## src/rtl/game_sound_sequencer_if.sv

```systemverilog
`default_nettype none
// +----------------------------------------------------------------------------+
// | Module      : game_sound_sequencer_if                                      |
// | Description : Event inputs and tone outputs of the game sound sequencer.   |
// |               SOUND_COLLISION_EN adds the collisionPulse event line.       |
// | Revision    : 1.0                                                          |
// +----------------------------------------------------------------------------+
interface game_sound_sequencer_if #(
  parameter int TONE_W = 4
) ();
  logic              startOfFrame;
  logic              winPulse;
  logic              losePulse;
  logic              scoredPulse;
`ifdef SOUND_COLLISION_EN
  logic              collisionPulse;
`endif
  logic              tone_en;
  logic [TONE_W-1:0] tone_idx;
  logic              busy;
  logic [1:0]        cur_event;
  logic              seq_done;

`ifdef SOUND_COLLISION_EN
  modport master (
    output startOfFrame, winPulse, losePulse, scoredPulse, collisionPulse,
    input  tone_en, tone_idx, busy, cur_event, seq_done
  );
  modport slave (
    input  startOfFrame, winPulse, losePulse, scoredPulse, collisionPulse,
    output tone_en, tone_idx, busy, cur_event, seq_done
  );
`else
  modport master (
    output startOfFrame, winPulse, losePulse, scoredPulse,
    input  tone_en, tone_idx, busy, cur_event, seq_done
  );
  modport slave (
    input  startOfFrame, winPulse, losePulse, scoredPulse,
    output tone_en, tone_idx, busy, cur_event, seq_done
  );
`endif
endinterface
`default_nettype wire

```

## src/rtl/game_sound_sequencer.sv

```systemverilog
`default_nettype none
// +----------------------------------------------------------------------------+
// | Module      : game_sound_sequencer                                         |
// | Description : Edge-detects game events and plays a per-event note ROM,     |
// |               timed in video frames; higher-priority events preempt.       |
// |               SOUND_COLLISION_EN enables the lowest-priority click event.  |
// | Revision    : 1.0                                                          |
// +----------------------------------------------------------------------------+
module game_sound_sequencer #(
  parameter int GAP_FRAMES = 1,
  parameter int TONE_W     = 4
) (
  input  logic                  clk,
  input  logic                  resetN,
  game_sound_sequencer_if.slave bus
);
  localparam logic [1:0] S_IDLE = 2'd0;
  localparam logic [1:0] S_LOAD = 2'd1;
  localparam logic [1:0] S_PLAY = 2'd2;
  localparam logic [1:0] S_GAP  = 2'd3;

  localparam logic [5:0] c_gap_frames = 6'(GAP_FRAMES);

  logic [1:0]        r_state, w_next_state;
  logic [3:0]        w_in, r_in_d, w_rise, r_pend;
  logic [1:0]        r_cur_event, r_note_ptr, w_sel_ev;
  logic [5:0]        r_dur_cnt, r_gap_cnt;
  logic [TONE_W-1:0] r_tone_idx;
  logic              r_seq_done;
  logic              w_any_pend, w_preempt;
  logic              w_select, w_load, w_advance, w_done, w_dur_dec, w_gap_dec;
  logic [3:0]        w_rom_idx;
  logic [5:0]        w_rom_dur;
  logic              w_rom_last;

  // Event code doubles as bit position: 0=scored 1=win 2=lose 3=collision
`ifdef SOUND_COLLISION_EN
  assign w_in = {bus.collisionPulse, bus.losePulse, bus.winPulse, bus.scoredPulse};
`else
  assign w_in = {1'b0, bus.losePulse, bus.winPulse, bus.scoredPulse};
`endif

  always_comb begin
    w_rise = w_in & ~r_in_d;
`ifdef SOUND_COLLISION_EN
    if (r_state != S_IDLE) w_rise[3] = 1'b0;
`endif
  end

  function automatic logic [1:0] rank(input logic [1:0] ev);
    case (ev)
      2'd2:    rank = 2'd3;
      2'd1:    rank = 2'd2;
      2'd0:    rank = 2'd1;
      default: rank = 2'd0;
    endcase
  endfunction

  always_comb begin
    w_sel_ev = 2'd3;
    if (r_pend[2])      w_sel_ev = 2'd2;
    else if (r_pend[1]) w_sel_ev = 2'd1;
    else if (r_pend[0]) w_sel_ev = 2'd0;
  end

  assign w_any_pend = |r_pend;
  assign w_preempt  = w_any_pend && (rank(w_sel_ev) > rank(r_cur_event));

  always_comb begin
    w_rom_idx  = 4'd0;
    w_rom_dur  = 6'd1;
    w_rom_last = 1'b1;
    case ({r_cur_event, r_note_ptr})
      4'b00_00: begin w_rom_idx = 4'd8;  w_rom_dur = 6'd6;  w_rom_last = 1'b0; end
      4'b00_01: begin w_rom_idx = 4'd10; w_rom_dur = 6'd6;  end
      4'b01_00: begin w_rom_idx = 4'd8;  w_rom_dur = 6'd10; w_rom_last = 1'b0; end
      4'b01_01: begin w_rom_idx = 4'd10; w_rom_dur = 6'd10; w_rom_last = 1'b0; end
      4'b01_10: begin w_rom_idx = 4'd12; w_rom_dur = 6'd10; w_rom_last = 1'b0; end
      4'b01_11: begin w_rom_idx = 4'd15; w_rom_dur = 6'd20; end
      4'b10_00: begin w_rom_idx = 4'd7;  w_rom_dur = 6'd15; w_rom_last = 1'b0; end
      4'b10_01: begin w_rom_idx = 4'd5;  w_rom_dur = 6'd15; w_rom_last = 1'b0; end
      4'b10_10: begin w_rom_idx = 4'd3;  w_rom_dur = 6'd15; w_rom_last = 1'b0; end
      4'b10_11: begin w_rom_idx = 4'd0;  w_rom_dur = 6'd30; end
      4'b11_00: begin w_rom_idx = 4'd14; w_rom_dur = 6'd2;  end
      default:  ;
    endcase
  end

  always_ff @(posedge clk or negedge resetN) begin
    if (!resetN) r_state <= S_IDLE;
    else         r_state <= w_next_state;
  end

  always_comb begin
    w_next_state = r_state;
    w_select     = 1'b0;
    w_load       = 1'b0;
    w_advance    = 1'b0;
    w_done       = 1'b0;
    w_dur_dec    = 1'b0;
    w_gap_dec    = 1'b0;
    case (r_state)
      S_IDLE: begin
        if (w_any_pend) begin
          w_select     = 1'b1;
          w_next_state = S_LOAD;
        end
      end
      S_LOAD: begin
        if (w_preempt) begin
          w_select = 1'b1;
        end else begin
          w_load       = 1'b1;
          w_next_state = S_PLAY;
        end
      end
      S_PLAY: begin
        if (w_preempt) begin
          w_select     = 1'b1;
          w_next_state = S_LOAD;
        end else if (bus.startOfFrame) begin
          w_dur_dec = 1'b1;
          if (r_dur_cnt == 6'd1) begin
            if (w_rom_last) begin
              w_done       = 1'b1;
              w_next_state = S_IDLE;
            end else begin
              w_advance    = 1'b1;
              w_next_state = (c_gap_frames == 6'd0) ? S_LOAD : S_GAP;
            end
          end
        end
      end
      S_GAP: begin
        if (w_preempt) begin
          w_select     = 1'b1;
          w_next_state = S_LOAD;
        end else if (bus.startOfFrame) begin
          w_gap_dec = 1'b1;
          if (r_gap_cnt == 6'd1) w_next_state = S_LOAD;
        end
      end
      default: w_next_state = S_IDLE;
    endcase
  end

  always_comb begin
    bus.tone_en = (r_state == S_PLAY);
    bus.busy    = (r_state != S_IDLE);
  end

  assign bus.tone_idx  = r_tone_idx;
  assign bus.cur_event = r_cur_event;
  assign bus.seq_done  = r_seq_done;

  always_ff @(posedge clk or negedge resetN) begin
    if (!resetN) begin
      r_in_d      <= 4'd0;
      r_pend      <= 4'd0;
      r_cur_event <= 2'd0;
      r_note_ptr  <= 2'd0;
      r_dur_cnt   <= 6'd0;
      r_gap_cnt   <= 6'd0;
      r_tone_idx  <= '0;
      r_seq_done  <= 1'b0;
    end else begin
      r_in_d     <= w_in;
      r_seq_done <= w_done;
      // Selection clears before a same-edge rise can re-set: one-deep per event
      for (int i = 0; i < 4; i++) begin
        if (w_select && (w_sel_ev == 2'(i))) r_pend[i] <= 1'b0;
        else if (w_rise[i])                   r_pend[i] <= 1'b1;
      end
      if (w_select) begin
        r_cur_event <= w_sel_ev;
        r_note_ptr  <= 2'd0;
      end
      if (w_load) begin
        r_tone_idx <= TONE_W'(w_rom_idx);
        r_dur_cnt  <= w_rom_dur;
      end
      if (w_dur_dec) r_dur_cnt <= r_dur_cnt - 6'd1;
      if (w_advance) begin
        r_note_ptr <= r_note_ptr + 2'd1;
        r_gap_cnt  <= c_gap_frames;
      end
      if (w_gap_dec) r_gap_cnt <= r_gap_cnt - 6'd1;
    end
  end
endmodule
`default_nettype wire

```

## src/flat_wrapper.sv

```systemverilog
// flat-port wrapper written by rule: the top's interface ports become plain ports
module game_sound_sequencer_flat 
#(
  parameter int GAP_FRAMES = 1,
  parameter int TONE_W     = 4
)
  (clk, resetN, bus_startOfFrame, bus_winPulse, bus_losePulse, bus_scoredPulse, bus_tone_en, bus_tone_idx, bus_busy, bus_cur_event, bus_seq_done);
  game_sound_sequencer_if #(.TONE_W(TONE_W)) bus_i ();
  input  logic clk;
  input  logic resetN;
  input wire logic [$bits(bus_i.startOfFrame)-1:0] bus_startOfFrame;
  input wire logic [$bits(bus_i.winPulse)-1:0] bus_winPulse;
  input wire logic [$bits(bus_i.losePulse)-1:0] bus_losePulse;
  input wire logic [$bits(bus_i.scoredPulse)-1:0] bus_scoredPulse;
  output wire logic [$bits(bus_i.tone_en)-1:0] bus_tone_en;
  output wire logic [$bits(bus_i.tone_idx)-1:0] bus_tone_idx;
  output wire logic [$bits(bus_i.busy)-1:0] bus_busy;
  output wire logic [$bits(bus_i.cur_event)-1:0] bus_cur_event;
  output wire logic [$bits(bus_i.seq_done)-1:0] bus_seq_done;
  assign bus_i.startOfFrame = bus_startOfFrame;
  assign bus_i.winPulse = bus_winPulse;
  assign bus_i.losePulse = bus_losePulse;
  assign bus_i.scoredPulse = bus_scoredPulse;
  assign bus_tone_en = bus_i.tone_en;
  assign bus_tone_idx = bus_i.tone_idx;
  assign bus_busy = bus_i.busy;
  assign bus_cur_event = bus_i.cur_event;
  assign bus_seq_done = bus_i.seq_done;
  game_sound_sequencer #(.GAP_FRAMES(GAP_FRAMES), .TONE_W(TONE_W)) u_core (.clk(clk), .resetN(resetN), .bus(bus_i));
endmodule
```

## config.mk

```make
export PLATFORM = sky130hd
export DESIGN_NAME = game_sound_sequencer_flat
export DESIGN_NICKNAME = d
export VERILOG_FILES = /design/src/rtl/game_sound_sequencer_if.sv /design/src/rtl/game_sound_sequencer.sv /design/src/flat_wrapper.sv
export SDC_FILE = /design/constraint.sdc
export NUM_CORES = 1
export LEC_CHECK = 0
export ABC_AREA = 1
export CAP_MARGIN = 0
export CORE_UTILIZATION = 62
export CTS_CLUSTER_SIZE = 12
export DETAILED_ROUTE_END_ITERATION = 8
export PLACE_DENSITY_LB_ADDON = 0.25
export SLEW_MARGIN = 20
export SYNTH_ARGS = -nofsm -noshare
export SYNTH_HDL_FRONTEND = slang
export SYNTH_SLANG_ARGS = --single-unit
export TNS_END_PERCENT = 30
```

## constraint.sdc

```tcl
create_clock -name clk -period 2.97 [get_ports clk]
set_input_delay 0.4455 -clock clk [delete_from_list [all_inputs] [get_ports clk]]
set_output_delay 0.4455 -clock clk [all_outputs]
set_load 0.05 [all_outputs]
```

-- Word-level counts from Yosys, hierarchy flattened
Cells that the tools add are included.
- reductions and logical operators: 26
- eq/ne operators: 26
- add/subtract/negate cells: 3
- magnitude comparators: 1
- mux-type cells: 50
- bitwise operators: 2
- operators by type and width (operator ; count):
    $pmux W4 S8 ; 1
    $pmux W5 S6 ; 1
    $mux W2 ; 14
    $mux W1 ; 26
    $mux W6 ; 4
    $eq A4 B4 Y1 const B ; 5
    $eq A4 B3 Y1 const B ; 4
    $reduce_bool A2 Y1 ; 8
    $eq A6 B1 Y1 const B ; 2
    $pmux W2 S3 ; 2
    $sub A6 B1 Y6 const B ; 2
    $eq A2 B2 Y1 const B ; 5
    $reduce_or A3 Y1 ; 3
    $pmux W2 S4 ; 1
    $reduce_or A7 Y1 ; 1
    $eq A2 B1 Y1 const B ; 3
    $logic_not A2 Y1 ; 3
    $ne A3 B1 Y1 const B ; 2
    $ne A3 B2 Y1 const B ; 2
    $reduce_and A6 Y1 ; 1
    $reduce_or A2 Y1 ; 3
    $logic_and A1 B1 Y1 ; 5
    $and A3 B4 Y4 ; 1
    $eq A4 B1 Y1 const B ; 1
    other kinds (8) ; 8
- bits of input ports: 6
- output and inout port bits: 9
- flip-flop bits (word level): 30
- word-level logic and storage cells: 120

-- Depth between registers and ports, before layout
Gate-level depths: netlist of run 1.
- depth after elaboration: 11
- gate-level depth with buffers: 15
- gate-level depth less buffers: 14

-- Worst setup path before layout of run 1
No wires, ideal clock.
- kind: register to register
- start: register u_core.r_cur_event[0], in the netlist u_core.bus.cur_event[0]
- end: register u_core.r_note_ptr[0]
- data arrival time: 2.287 ns
- data required time: 2.842 ns
- buffers on the path: 0
- library setup time: 0.128 ns
- setup slack: 0.555 ns
- stages on the path, launching flop included: 13
- period minus slack after synthesis: 2.415 ns
- cell sequence: dfrtp_1 > inv_1 > ha_1 > nor2_1 > nor2_1 > ha_1 > nand2_1 > a21boi_0 > nor2_1 > nor2_2 > inv_1 > nand3_1 > o21ai_0
- word-level cells in the longest chain between the ends: 8
- elaborated cells between the ends (all ways): 23
- classes of those cells: 1 x order compare; 8 x eq/ne; 9 x mux; 5 x reduce/logical
- ends and longest elaborated chain (what ; RTL line ; text):
    start: declaration ; game_sound_sequencer.sv:26 ; logic [1:0] r_cur_event, r_note_ptr, w_sel_ev;
    start signal: assignment ; game_sound_sequencer.sv:175 ; r_cur_event <= w_sel_ev;
    $eq A4 B3 Y1 (tied with other cells) ; game_sound_sequencer.sv:73 ; case ({r_cur_event, r_note_ptr})
    $reduce_or A7 Y1 (no line) ; n/a ;
    $mux W1 ; game_sound_sequencer.sv:124 ; if (w_rom_last) begin
    $mux W1 ; game_sound_sequencer.sv:123 ; if (r_dur_cnt == 6'd1) begin
    $mux W1 ; game_sound_sequencer.sv:121 ; end else if (bus.startOfFrame) begin
    $mux W1 ; game_sound_sequencer.sv:118 ; if (w_preempt) begin
    $mux W1 ; game_sound_sequencer.sv:102 ; case (r_state)
    $mux W2 / $reduce_bool A2 Y1 (equally long branches) ; n/a ;
    end signal: assignment ; game_sound_sequencer.sv:184 ; r_note_ptr <= r_note_ptr + 2'd1;
    end: declaration ; game_sound_sequencer.sv:26 ;
Parallel ways exist; a longest one is shown, timed or not.
A chain may end at the register's enable or synchronous reset.

-- Worst setup path after layout of run 1
- start: register u_core.r_state[0]
- end: output port bus_tone_en
- word-level cells in the longest chain between the ends: 1
- ends and longest elaborated chain (what ; RTL line ; text):
    start: declaration ; game_sound_sequencer.sv:24 ; logic [1:0] r_state, w_next_state;
    start signal: assignment ; game_sound_sequencer.sv:91 ; else r_state <= w_next_state;
    $eq A2 B2 Y1 ; game_sound_sequencer.sv:148 ; bus.tone_en = (r_state == S_PLAY);
    end: declaration ; flat_wrapper.sv:15 ; output wire logic [$bits(bus_i.tone_en)-1:0] bus_tone_en;
Every way passes these cells.

==> impl_metrics.csv, run 1 <==
group,metric,value,unit
run_status,status,"completed",
clock_network,clk_pin_slew,0.10,ns
setup_path,cp-start-kind,"flop",
floorplan,die_w,58.3,um
routing,firstDrtPassIters,4,
floorplan,start_util,0.648,
setup_path,required,2.52,ns
routing,wl_per_cell,10.9,um
setup_path,crit_path_max_incr_delay,0.87,ns
timing,finalSetupViolCount,0,
routing,num_vias,1610,
grt,grt_pass1_wl,6230,um
logic_synthesis,syn-mean-instance-area,7.72,um^2
setup_path,critPathCaptureType,"output port",
timing,maxSlewViolCount,0,
grt,grt_usage,0.239,
setup_path,crit_path_start,"u_core.r_state[0]",
clock_network,clk_latency,0.34,ns
routing,viasPerCell,5.05,
logic_synthesis,synth_seq_area_share,0.383,
floorplan,dieArea,3390,um^2
setup_path,critical_path_class,"flop to output port",
placed_design,hpwlAfterDp,2540,um
routing,postRouteAntennaNets,0,
logic_synthesis,ys_ff_latch,30,
finish,final_common_cell,"nand2_1",
setup_path,r2r-start,"u_core.bus.cur_event[0]",
setup_path,cp_max_fo,7,
clock_network,cts_buffers,5,
setup_path,ff2ff_setup_slack,0.64,ns
clock_network,max-clock-path-buffers,2,
timing,fin_crit,2.53,ns
clock_network,htreeDepth,2,
setup_path,crit_family,"buffers and inverters",
grt,antenna_found_initial,0,
setup_path,crit_chain,"inv_1 -> ha_1 -> clkdlybuf4s50_1",
finish,syn2layout_area_growth,13.4,%
logic_synthesis,yosysUniqueCellTypes,26,
timing,finClkSkew,0.0100,ns
timing,tightest_slew,0.492,ns
min_path,worstHoldPathType,"input pin to async pin",
logic_synthesis,synth.area.top_cells,"dfrtp_1, nand2_1, ha_1, inv_1, nand3_1",
clock_network,postCtsSetupBuffers,0,
timing,slew_headroom,0.671,
timing,grt_setup_unrepaired,"false",
clock_network,ctsResizeCount,0,
setup_path,cp_num_buf_inv,2,
placed_design,port_buffers,14,
finish,insertedDiodeCount,0,
placed_design,gp_congestion,0.890,
grt,grt-ovfl-total,0,
setup_path,r2r_cells,12,
finish,final_cell_mix,"nand2_1, inv_1, dfrtp_1, nand3_1, nor2_1",
logic_synthesis,yosys.area.top_type_share,0.383,
floorplan,core-area,3030,um^2
logic_synthesis,syn_area,1960,um^2
timing,final.setup.tns,0,ns
flow_run,cap_violations,0,
floorplan,ios,15,
logic_synthesis,yosys.area.top_type,"dfrtp_1",
clock_network,root_buffer,"clkbuf_4",
finish,nNetsFinal,299,
floorplan,row_count,20,
timing,max_freq,394,MHz
setup_path,arrival,2.09,ns
setup_path,critical_path_depth,3,
placed_design,postPlaceCellArea,2150,um^2
finish,fin_area,2220,um^2
logic_synthesis,synth_cells,254,
grt,grt_pass1_vias,1561,
floorplan,die_y,58.3,um
routing,detail_route.wirelength,3480,um
clock_network,cts_sinks,30,
routing,drc,0,
routing,drtIter0Drc,66,
timing,post-route-period-util,0.854,
finish,drive_gt1_frac,0.0655,
clock_network,tritoncts,"yes",
timing,finalHoldViolCount,0,
clock_network,hold_buffers,0,
setup_path,critPathSlowestCell,"clkdlybuf4s50_1",
timing,whs,0.492,ns
logic_synthesis,ys_warn_count,0,
logic_synthesis,syn_nets,279,
grt,grt_max_degree,31,
[cell usage after synthesis, drive strengths merged]
library cell,n
nand4,2
a21oi,5
a21boi,1
buf,2
o211ai,1
inv,38
ha,19
o21ai,16
a31oi,2
a22o,1
xor2,3
nand2,71
nor4,1
xnor2,5
nand3,26
nor2,25
dfrtp,30
or2,1
nor3,5
[per-stage QoR]
stage / setup WS (ns) / utilization / instances
after floorplan: 0.555 / - / 254
after detailed placement: 0.682 / 0.709 / 311
after CTS: 0.404 / 0.735 / 319
after global placement: 0.760 / 0.709 / 311
after global routing: 0.330 / 0.735 / 319
final: 0.435 / 0.735 / 319
[worst paths after layout]
kind | to
min in group clk | u_core.bus.tone_idx[1]
worst max register to register | u_core.r_note_ptr[1]
worst max-delay path | bus_tone_en
worst min-delay path | u_core.bus.tone_idx[2]
worst min register to register | u_core.bus.tone_idx[1]
max in group asynchronous | u_core.r_state[0]
[cells by family after synthesis]
| group | synth area share |
|---|---|
| buffers and inverters | 0.0823 |
| adders and majority gates | 0.121 |
| DFF | 0.383 |
| and+or+nand+nor | 0.305 |
| AOI/OAI and AO/OA | 0.0727 |
| xor gates and xnor gates | 0.0357 |
[flip-flops by register name, summed over array words and instances (netlist names)]
name	cells
u_core.bus.cur_event	2
u_core.r_note_ptr	2
u_core.r_in_d	3
u_core.r_pend	4
u_core.r_state	2
u_core.r_dur_cnt	6
u_core.bus.seq_done	1
u_core.bus.tone_idx	4
u_core.r_gap_cnt	6
[cell type report]
cell class	instances	area, um^2
well taps	44	55.1
flip-flops and latches	30	751
repair buffers	15	148
inverters	38	143
clock buffers	8	78.8
fillers	258	803
multi-input cells	184	1050
[metal layers]
layer / part of all wire / track usage / wire length (um) / vias up
met3: 0.030 / 0.0737 / 106 / 6
met4: 0.013 / 0.0612 / 44 / 0
met5: 0 / 0 / 0 / -
met2: 0.47 / 0.401 / 1640 / 22
li1: - / - / - / 847
met1: 0.49 / 0.302 / 1690 / 735
[worst register-to-register path, stage by stage (launching register included)]
cell,delay [ns]
dfrtp_1,0.42
inv_1,0.10
ha_1,0.25
nor2_1,0.12
nor2_1,0.05
ha_1,0.26
nand2_1,0.12
a21boi_0,0.26
nor2_1,0.10
nor2_2,0.26
inv_1,0.10
nand3_1,0.08
o21ai_0,0.10
Power of run 1 is left out: the tool's default activity adds up to more than one toggle a clock period on the data nets, which glitch-free logic cannot reach.
==> run 2, diff against run 1 <==
Settings changed: GPL_TIMING_DRIVEN from default to 0.
==> impl_metrics.csv, run 2 (same netlist as run 1, synthesis figures left out) <==
group,metric,value,unit
routing,firstDrtPassIters,4,
placed_design,gp_congestion,0.889,
finish,reg_top3,"u_core.r_dur_cnt (6), u_core.r_gap_cnt (6)",
run_status,status,"completed",
timing,post-route-period-util,0.854,
timing,tightest_slew,0.657,ns
placed_design,hpwlAfterDp,2630,um
timing,grt_setup_unrepaired,"false",
floorplan,die_w,58.3,um
routing,postRouteAntennaNets,0,
floorplan,die_y,58.3,um
grt,antenna_found_initial,0,
setup_path,required,2.52,ns
timing,final.setup.tns,0,ns
grt,grt-ovfl-total,0,
clock_network,tritoncts,"yes",
clock_network,cts_sinks,30,
floorplan,core-area,3030,um^2
routing,viasPerCell,5.00,
clock_network,clk_latency,0.34,ns
clock_network,clk_pin_slew,0.10,ns
clock_network,ctsResizeCount,0,
floorplan,row_count,20,
timing,finClkSkew,0.0139,ns
finish,fill_cells,247,
timing,max_freq,394,MHz
routing,drtIter0Drc,48,
min_path,worstHoldPathType,"input pin to async pin",
finish,fin_area,2210,um^2
routing,detail_route.wirelength,3520,um
grt,grt_pass1_vias,1536,
grt,grt_max_degree,31,
setup_path,arrival,2.09,ns
finish,insertedDiodeCount,0,
setup_path,critical_path_class,"flop to output port",
routing,wl_per_cell,11.0,um
grt,globalRouteMet1Util,0.303,
placed_design,port_buffers,14,
timing,finalHoldViolCount,0,
finish,drive_gt1_frac,0.0688,
timing,maxSlewViolCount,0,
routing,num_vias,1599,
finish,final_common_cell,"nand2_1",
timing,fin_crit,2.54,ns
floorplan,dieArea,3390,um^2
setup_path,cp-start-kind,"flop",
clock_network,postCtsSetupBuffers,0,
clock_network,cts_buffers,5,
finish,final_cell_mix,"nand2_1, inv_1, dfrtp_1, nand3_1, nor2_1",
clock_network,htreeDepth,2,
setup_path,cp_max_fo,7,
grt,top_usage_layer,"met2",
timing,finalSetupViolCount,0,
clock_network,root_buffer,"clkbuf_4",
clock_network,hold_buffers,0,
floorplan,start_util,0.648,
finish,nNetsFinal,300,
grt,use_met2,0.379,
setup_path,critPathCaptureType,"output port",
grt,grt_usage,0.241,
placed_design,postPlaceCellArea,2150,um^2
grt,grt_pass1_wl,6130,um
flow_run,cap_violations,0,
timing,slew_headroom,0.562,
floorplan,ios,15,
grt,grtUsageMet3,0.0625,
routing,drc,0,
clock_network,max-clock-path-buffers,2,
finish,syn2layout_area_growth,12.8,%
run 2: cell types whose count changed in the layout (fill, tap and decap cells not counted):
cell / previous run / this run
clkbuf_8: 3 / 1
clkdlybuf4s50_1: 14 / 13
clkinv_2: 0 / 1
clkbuf_1: 0 / 1
buf_2: 0 / 1
buf_6: 0 / 1
run 2: area by class of cell:
cell class	instances	area, um^2	share of cell area
inverter	38	143	0.0645
timing repair buffer	14	135	0.0611
multi-input combinational	184	1050	0.475
tap	44	55.1	0.0249
sequential	30	751	0.339
buffer	2	18.8	0.00848
clock buffer	7	55.1	0.0249
clock inverter	1	5.00	0.00226
run 2: worst paths after layout:
check | endpoint | start | depth (start not counted) | slack (ns)
setup / recovery | bus_tone_en | u_core.r_state[0] | 3 | 0.43
hold / removal | u_core.r_dur_cnt[3] | resetN | 1 | 0.12
setup reg to reg | u_core.r_note_ptr[0] | u_core.bus.cur_event[0] | 12 | 0.57
hold reg to reg | u_core.bus.tone_idx[1] | u_core.bus.tone_idx[1] | 2 | 0.49
max in group asynchronous | u_core.r_state[1] | resetN | 1 | 2.41
min in group clk | u_core.bus.tone_idx[1] | u_core.bus.tone_idx[1] | 2 | 0.49
run 2: layer usage:
metal  part of all wire  vias up  routed length [um]
met1               0.49      712                1710
met3              0.029       12                 102
met5                  0        -                   0
li1                   -      848                   -
met2               0.46       27                1610
met4              0.026        0                  91
run 2: through the flow:
| step | setup WS, ns | hold WS [ns] | utilization | cells |
|---|---|---|---|---|
| global route | 0.302 | 0.177 | 0.731 | 320 |
| CTS | 0.401 | 0.133 | 0.731 | 320 |
| floorplan | 0.555 | 0.150 | - | 254 |
| detailed placement | 0.614 | 0.472 | 0.711 | 312 |
| finish | 0.433 | 0.123 | 0.731 | 320 |
| global placement | 0.682 | 0.466 | 0.712 | 312 |
run 2: worst max-delay path, cell delays in order, from the launching register on:
cell and delay (ns):
dfrtp_1 0.42, inv_1 0.11, ha_1 0.36, clkdlybuf4s50_1 0.87
Power of run 2 is left out for the same reason.
==> run 3, diff against run 2 <==
Settings changed: SLEW_MARGIN 20 to 40.
==> results of run 3 <==
The final DEF is identical to that of run 2; final timing and power are the same.
Power of run 3 is left out for the same reason.
